`config.mk`:
```
export PLATFORM = sky130hd
export DESIGN_NAME = uart_transmitter
export DESIGN_NICKNAME = d
export VERILOG_FILES = /design/src/rtl/uart_transmitter.sv
export SDC_FILE = /design/constraint.sdc
export NUM_CORES = 1
export LEC_CHECK = 0
export CORE_MARGIN = 2
export CORE_UTILIZATION = 40
export DETAILED_ROUTE_END_ITERATION = 16
export PLACE_DENSITY = 0.62
export SYNTH_ARGS = -nofsm -noshare
export SYNTH_HDL_FRONTEND = slang
export SYNTH_SLANG_ARGS = --single-unit
export TNS_END_PERCENT = 100
```
`constraint.sdc`:
```
create_clock -name clk -period 4.7 [get_ports clk]
set_input_delay 1.175 -clock clk [delete_from_list [all_inputs] [get_ports clk]]
set_output_delay 1.175 -clock clk [all_outputs]
set_load 0.05 [all_outputs]
```
`src/rtl/uart_transmitter.sv`:
```
// -----------------------------------------------------------------------------
// uart_transmitter
//
// Return path to the host PC. Pops one FIFO_RD_WIDTH-bit word at a time from the
// read FIFO that carries DDR3 read-back data. It splits the word into bytes and
// sends the most significant byte first. Each byte goes out on the RS232 tx line
// as 8N1: a start bit, eight data bits LSB first, and a stop bit. A word is fully
// sent before the next word is fetched.
//
// Parameters
//   UART_BPS       serial baud rate
//   CLK_FREQ       clk frequency in Hz
//   FIFO_RD_WIDTH  FIFO read-port width, equal to 8*FIFO_RD_BYTE
//   FIFO_RD_BYTE   bytes per FIFO word, 1..8
//
// Ports
//   clk           in   system clock
//   rst_n         in   asynchronous reset, active low
//   fifo_rd_data  in   FIFO read data, valid the cycle after fifo_rd_en
//   fifo_empty    in   read FIFO empty flag
//   fifo_rd_en    out  FIFO read request, registered one-cycle pulse
//   tx            out  RS232 tx line, registered, idles high
//   tx_busy       out  high whenever the FSM is not in IDLE
// -----------------------------------------------------------------------------
module uart_transmitter #(
   parameter int UART_BPS      = 9600,
   parameter int CLK_FREQ      = 50_000_000,
   parameter int FIFO_RD_WIDTH = 16,
   parameter int FIFO_RD_BYTE  = 2
) (
   input  logic                     clk,
   input  logic                     rst_n,
   input  logic [FIFO_RD_WIDTH-1:0] fifo_rd_data,
   input  logic                     fifo_empty,
   output logic                     fifo_rd_en,
   output logic                     tx,
   output logic                     tx_busy
);

   // Clocks per serial bit, minus one (integer truncation of the ratio).
   localparam int BIT_CNT_MAX = CLK_FREQ / UART_BPS - 1;
   localparam int CNT_W       = (BIT_CNT_MAX > 0) ? $clog2(BIT_CNT_MAX + 1) : 1;
   localparam int BYTE_W      = (FIFO_RD_BYTE > 1) ? $clog2(FIFO_RD_BYTE) : 1;

   localparam logic [CNT_W-1:0]  CNT_LAST  = CNT_W'(BIT_CNT_MAX);
   localparam logic [BYTE_W-1:0] BYTE_LAST = BYTE_W'(FIFO_RD_BYTE - 1);

   typedef enum logic [2:0] {
      IDLE,
      RD,
      CAP,
      START,
      DATA,
      STOP
   } state_t;

   state_t              state_reg,    state_next;
   logic [CNT_W-1:0]    bit_cnt_reg,  bit_cnt_next;
   logic [2:0]          bit_idx_reg,  bit_idx_next;
   logic [BYTE_W-1:0]   byte_idx_reg, byte_idx_next;
   logic [FIFO_RD_WIDTH-1:0] word_reg, word_next;
   logic                tx_reg,       tx_next;
   logic                rd_en_reg,    rd_en_next;

   logic                bit_done;
   logic [2:0]          bit_idx_inc;
   logic [7:0]          cur_byte;
   logic [7:0]          byte_lanes [FIFO_RD_BYTE];

   // Split the latched word into byte lanes. Lane 0 is the least significant
   // byte. Sending starts at the top lane, so byte_idx counts down.
   generate
      for (genvar gi = 0; gi < FIFO_RD_BYTE; gi++) begin : g_lane
         assign byte_lanes[gi] = word_reg[8*gi +: 8];
      end
   endgenerate

   assign cur_byte    = byte_lanes[byte_idx_reg];
   assign bit_done    = (bit_cnt_reg == CNT_LAST);
   assign bit_idx_inc = bit_idx_reg + 3'd1;

   // -------------------------------------------------------------------------
   // State and datapath registers
   // -------------------------------------------------------------------------
   always_ff @(posedge clk or negedge rst_n) begin
      if (!rst_n) begin
         state_reg    <= IDLE;
         bit_cnt_reg  <= '0;
         bit_idx_reg  <= '0;
         byte_idx_reg <= '0;
         word_reg     <= '0;
         tx_reg       <= 1'b1;
         rd_en_reg    <= 1'b0;
      end else begin
         state_reg    <= state_next;
         bit_cnt_reg  <= bit_cnt_next;
         bit_idx_reg  <= bit_idx_next;
         byte_idx_reg <= byte_idx_next;
         word_reg     <= word_next;
         tx_reg       <= tx_next;
         rd_en_reg    <= rd_en_next;
      end
   end

   // -------------------------------------------------------------------------
   // Next-state and next-output logic.
   // tx_next holds the line level for the state being entered, so the
   // registered tx changes on the same edge as the state change.
   // -------------------------------------------------------------------------
   always_comb begin
      state_next    = state_reg;
      bit_cnt_next  = bit_cnt_reg;
      bit_idx_next  = bit_idx_reg;
      byte_idx_next = byte_idx_reg;
      word_next     = word_reg;
      tx_next       = tx_reg;
      rd_en_next    = 1'b0;

      case (state_reg)
         IDLE: begin
            tx_next = 1'b1;
            if (!fifo_empty) begin
               state_next = RD;
               rd_en_next = 1'b1;   // high for exactly the RD cycle
            end
         end

         // The FIFO presents data the cycle after the read strobe, so RD
         // only waits for that one cycle.
         RD: begin
            state_next = CAP;
         end

         CAP: begin
            word_next     = fifo_rd_data;
            byte_idx_next = BYTE_LAST;
            bit_cnt_next  = '0;
            bit_idx_next  = '0;
            tx_next       = 1'b0;   // start bit of the first byte
            state_next    = START;
         end

         START: begin
            if (bit_done) begin
               bit_cnt_next = '0;
               bit_idx_next = '0;
               tx_next      = cur_byte[0];
               state_next   = DATA;
            end else begin
               bit_cnt_next = bit_cnt_reg + 1'b1;
            end
         end

         DATA: begin
            if (bit_done) begin
               bit_cnt_next = '0;
               if (bit_idx_reg == 3'd7) begin
                  tx_next    = 1'b1;  // stop bit
                  state_next = STOP;
               end else begin
                  bit_idx_next = bit_idx_inc;
                  tx_next      = cur_byte[bit_idx_inc];
               end
            end else begin
               bit_cnt_next = bit_cnt_reg + 1'b1;
            end
         end

         STOP: begin
            if (bit_done) begin
               bit_cnt_next = '0;
               if (byte_idx_reg != '0) begin
                  // More bytes in this word: go straight to the next start
                  // bit with no idle gap.
                  byte_idx_next = byte_idx_reg - 1'b1;
                  bit_idx_next  = '0;
                  tx_next       = 1'b0;
                  state_next    = START;
               end else begin
                  tx_next    = 1'b1;
                  state_next = IDLE;
               end
            end else begin
               bit_cnt_next = bit_cnt_reg + 1'b1;
            end
         end

         default: begin
            tx_next    = 1'b1;
            state_next = IDLE;
         end
      endcase
   end

   assign tx         = tx_reg;
   assign fifo_rd_en = rd_en_reg;
   assign tx_busy    = (state_reg != IDLE);

endmodule
```
==> results.cfg <==
[timing]
worst_slack_ns = 1.54
rsz0062_at_grt = no
skew_ns = 0.0122
final.min_clock_period_ns = 3.16
hold_violations = 0
relSlewSlack_pct = 44.0
min_period_over_period_pct = 67.1
fin_tns_setup_ns = 0
slew_violations = 0
hold_ws_ns = 0.483
tightest_slew_ns = 0.840
fmax_mhz = 317
setup_violations = 0

[critical_path]
worstPathRequired_ns = 3.52
ff2ff_setup_slack_ns = 2.54
critPathCaptureType = output pin
critPathSlowestCell = clkdlybuf4s50_1
critPathBufInv = 1
worstSetupPathType = flip-flop to output pin
crit_path_start_kind = flip-flop
critical_path_peak_fanout = 13
worstPathArrival_ns = 1.98
r2r_start = bit_cnt_reg[9]$_DFFE_PN0P_
r2r_cells = 5
r2r_end = tx$_DFFE_PN1P_
crit_family = buffers and inverters
worstPathCellList = nor2_1 > nand2_1 > clkdlybuf4s50_1
slowest_delay_ns = 0.81

[die]
start_util_pct = 42.2
ioPinCount = 22
coreArea_um2 = 4790
dieArea_um2 = 5630
die_h_um = 75.0
rows = 25
die_width_um = 75.0

[synth]
synth_edf_count = 0
synth-warning-count = 0
synthDistinctLibCells = 47
avgSynthCellArea_um2 = 10.9
synth_cells = 185
ys_async_sr_fraction_pct = 100
synth_top_area_share_pct = 45.9
ys_ff_latch = 38
netlist_area_um2 = 2020
ys.flop_type = dfrtp_1
yosysTopAreaCell = dfrtp_1
ys_seq_area_share_pct = 47.2
syn_nets = 207
synthTopCellsByArea = dfrtp_1, mux2_2, mux4_2, o21ai_0, o31ai_1

[pwr]
p_leak_uw = 0.000968
pwr_density_cell_nw_per_um2 = 298
ir_drop_mv = 0.166

[clocking]
clk_latency_ns = 0.29
numCtsBuffers = 5
cts-root-buf = clkbuf_8
htreeDepth = 2
clockBufferDepth = 2
postCtsHoldBufs = 0
clock_sinks = 38
cts_tree = built
cts-resized-gates = 0
postCtsSetupBuffers = 0
clkTransAtPathRegs_ns = 0.09

[route]
first_pass_iters = 4
ant_nets = 0
drc = 0
vias = 1472
drtIter0Drc = 119
drt_wl_total_um = 4030
avgRoutedWirePerCell_um = 14.8
vias_per_cell = 5.41

[grt]
grt_pass1_wl_um = 6920
antenna_found_initial = 0
grt_overflow = 0
grt_max_degree = 39
grt_usage_pct = 16.1
grt_pass1_vias = 1496

[place]
gp_congestion = 0.743
io_buffers = 21
dp_hpwl_um = 2860
pre_cts_slack_ns = 1.89

[status]
outcome = complete, no violations

[layout]
syn2layout_area_growth_pct = 17.8
largest_reg_flops = 16
final_nets = 226
drive_gt1_share_pct = 19.0
antenna_cells = 0

[hold_path]
worstHoldEndpoint = tx$_DFFE_PN1P_
holdPathStages = 2
hp-class = flip-flop to flip-flop
min-delay-start = tx$_DFFE_PN1P_

[run]
cap_violations = 0
Yosys cell counts (2+ instances only):
library cell,n
nor2_1,11
ha_1,3
buf_2,3
clkbuf_1,2
nor2b_1,6
mux4_2,3
mux2i_1,4
a31oi_1,6
mux2_2,17
a21oi_1,4
nand2b_1,4
dfrtp_1,37
a22o_1,2
inv_1,6
o21ai_1,8
o31ai_1,7
nand2_1,12
nand3_1,8
o21ai_0,11
buf_6,3
o41ai_1,2
through the flow:
step	total power (uW)	area, um2	cells	utilization (%)
detailed placement	377	2240	264	46.8
global placement	375	2240	264	46.8
finish	709	2380	272	49.7
global route	733	2380	272	49.7
CTS	714	2380	272	49.7
floorplan	353	2020	185	-
final cells by class:
| cell class | instances | area, um2 |
|---|---|---|
| inverters | 6 | 22.5 |
| well taps | 67 | 83.8 |
| clock inverters | 3 | 68.8 |
| multi-input cells | 131 | 968 |
| fillers | 450 | 2410 |
| repair buffers | 22 | 213 |
| clock buffers | 5 | 68.8 |
| flip-flops and latches | 38 | 952 |
worst reg2reg max path: cells and delay by family, from the launching register on:
kind            cells  cell delay (ns)
simple gates        2             0.63
flops               1             0.45
compound gates      3             1.01
kinds of logic (layout without fill, tap and decap cells):
group           after synthesis  after routing  share of synthesized area [%]
mux                          24             24                           14.8
flops                        38             38                           47.2
compound gates               50             50                           16.6
buf+inv                      16             36                           4.84
simple gates                 54             54                           14.7
fa+ha+maj                     3              3                           1.86
per-layer routing:
layer	global-route usage, %	vias to the layer above	wire [um]	share of wire (%)
li1	-	728	-	-
met1	20.9	718	1910	47
met2	27.3	22	1960	49
met3	4.02	4	127	3.1
met4	3.57	0	31	0.77
met5	0	-	0	0
worst max path at each step:
| stage | depth (start not counted) | endpoint | slack (ns) | start |
|---|---|---|---|---|
| after floorplan | 3 | tx_busy | 2.41 | state_reg[1]$_DFFE_PN0P_ |
| after global placement | 3 | tx_busy | 1.96 | state_reg[1]$_DFFE_PN0P_ |
| after detailed placement | 3 | tx_busy | 1.89 | state_reg[1]$_DFFE_PN0P_ |
| after CTS | 3 | tx_busy | 1.55 | state_reg[1]$_DFFE_PN0P_ |
| after global routing | 3 | tx_busy | 1.46 | state_reg[1]$_DFFE_PN0P_ |
| final | 3 | tx_busy | 1.54 | state_reg[1]$_DFFE_PN0P_ |
power breakdown:
group          total [uW]  switching [uW]  internal [uW]
Combinational        32.0            11.3           20.7
Clock                 340             127            213
Sequential            337            3.60            334
Total                 709             142            567
placed cells by master, fill, tap and decap left out, drive strengths merged, types with 2 or more instances in the layout:
| master | netlist | final |
|---|---|---|
| nor4b | 2 | 2 |
| mux2i | 4 | 4 |
| o41ai | 3 | 3 |
| clkdlybuf4s50 | 0 | 20 |
| bufinv | 0 | 2 |
| nand2b | 4 | 4 |
| nor2 | 11 | 11 |
| o21ai | 20 | 20 |
| ha | 3 | 3 |
| nand2 | 13 | 13 |
| nor2b | 6 | 6 |
| a21oi | 4 | 4 |
| a31oi | 6 | 6 |
| a32o | 2 | 2 |
| mux4 | 3 | 3 |
| nand3 | 8 | 8 |
| inv | 6 | 6 |
| buf | 8 | 2 |
| dfrtp | 37 | 37 |
| clkbuf | 2 | 5 |
| o31ai | 7 | 7 |
| a22o | 2 | 2 |
| mux2 | 17 | 17 |
Note: power is estimated with default switching activity, not from simulation.
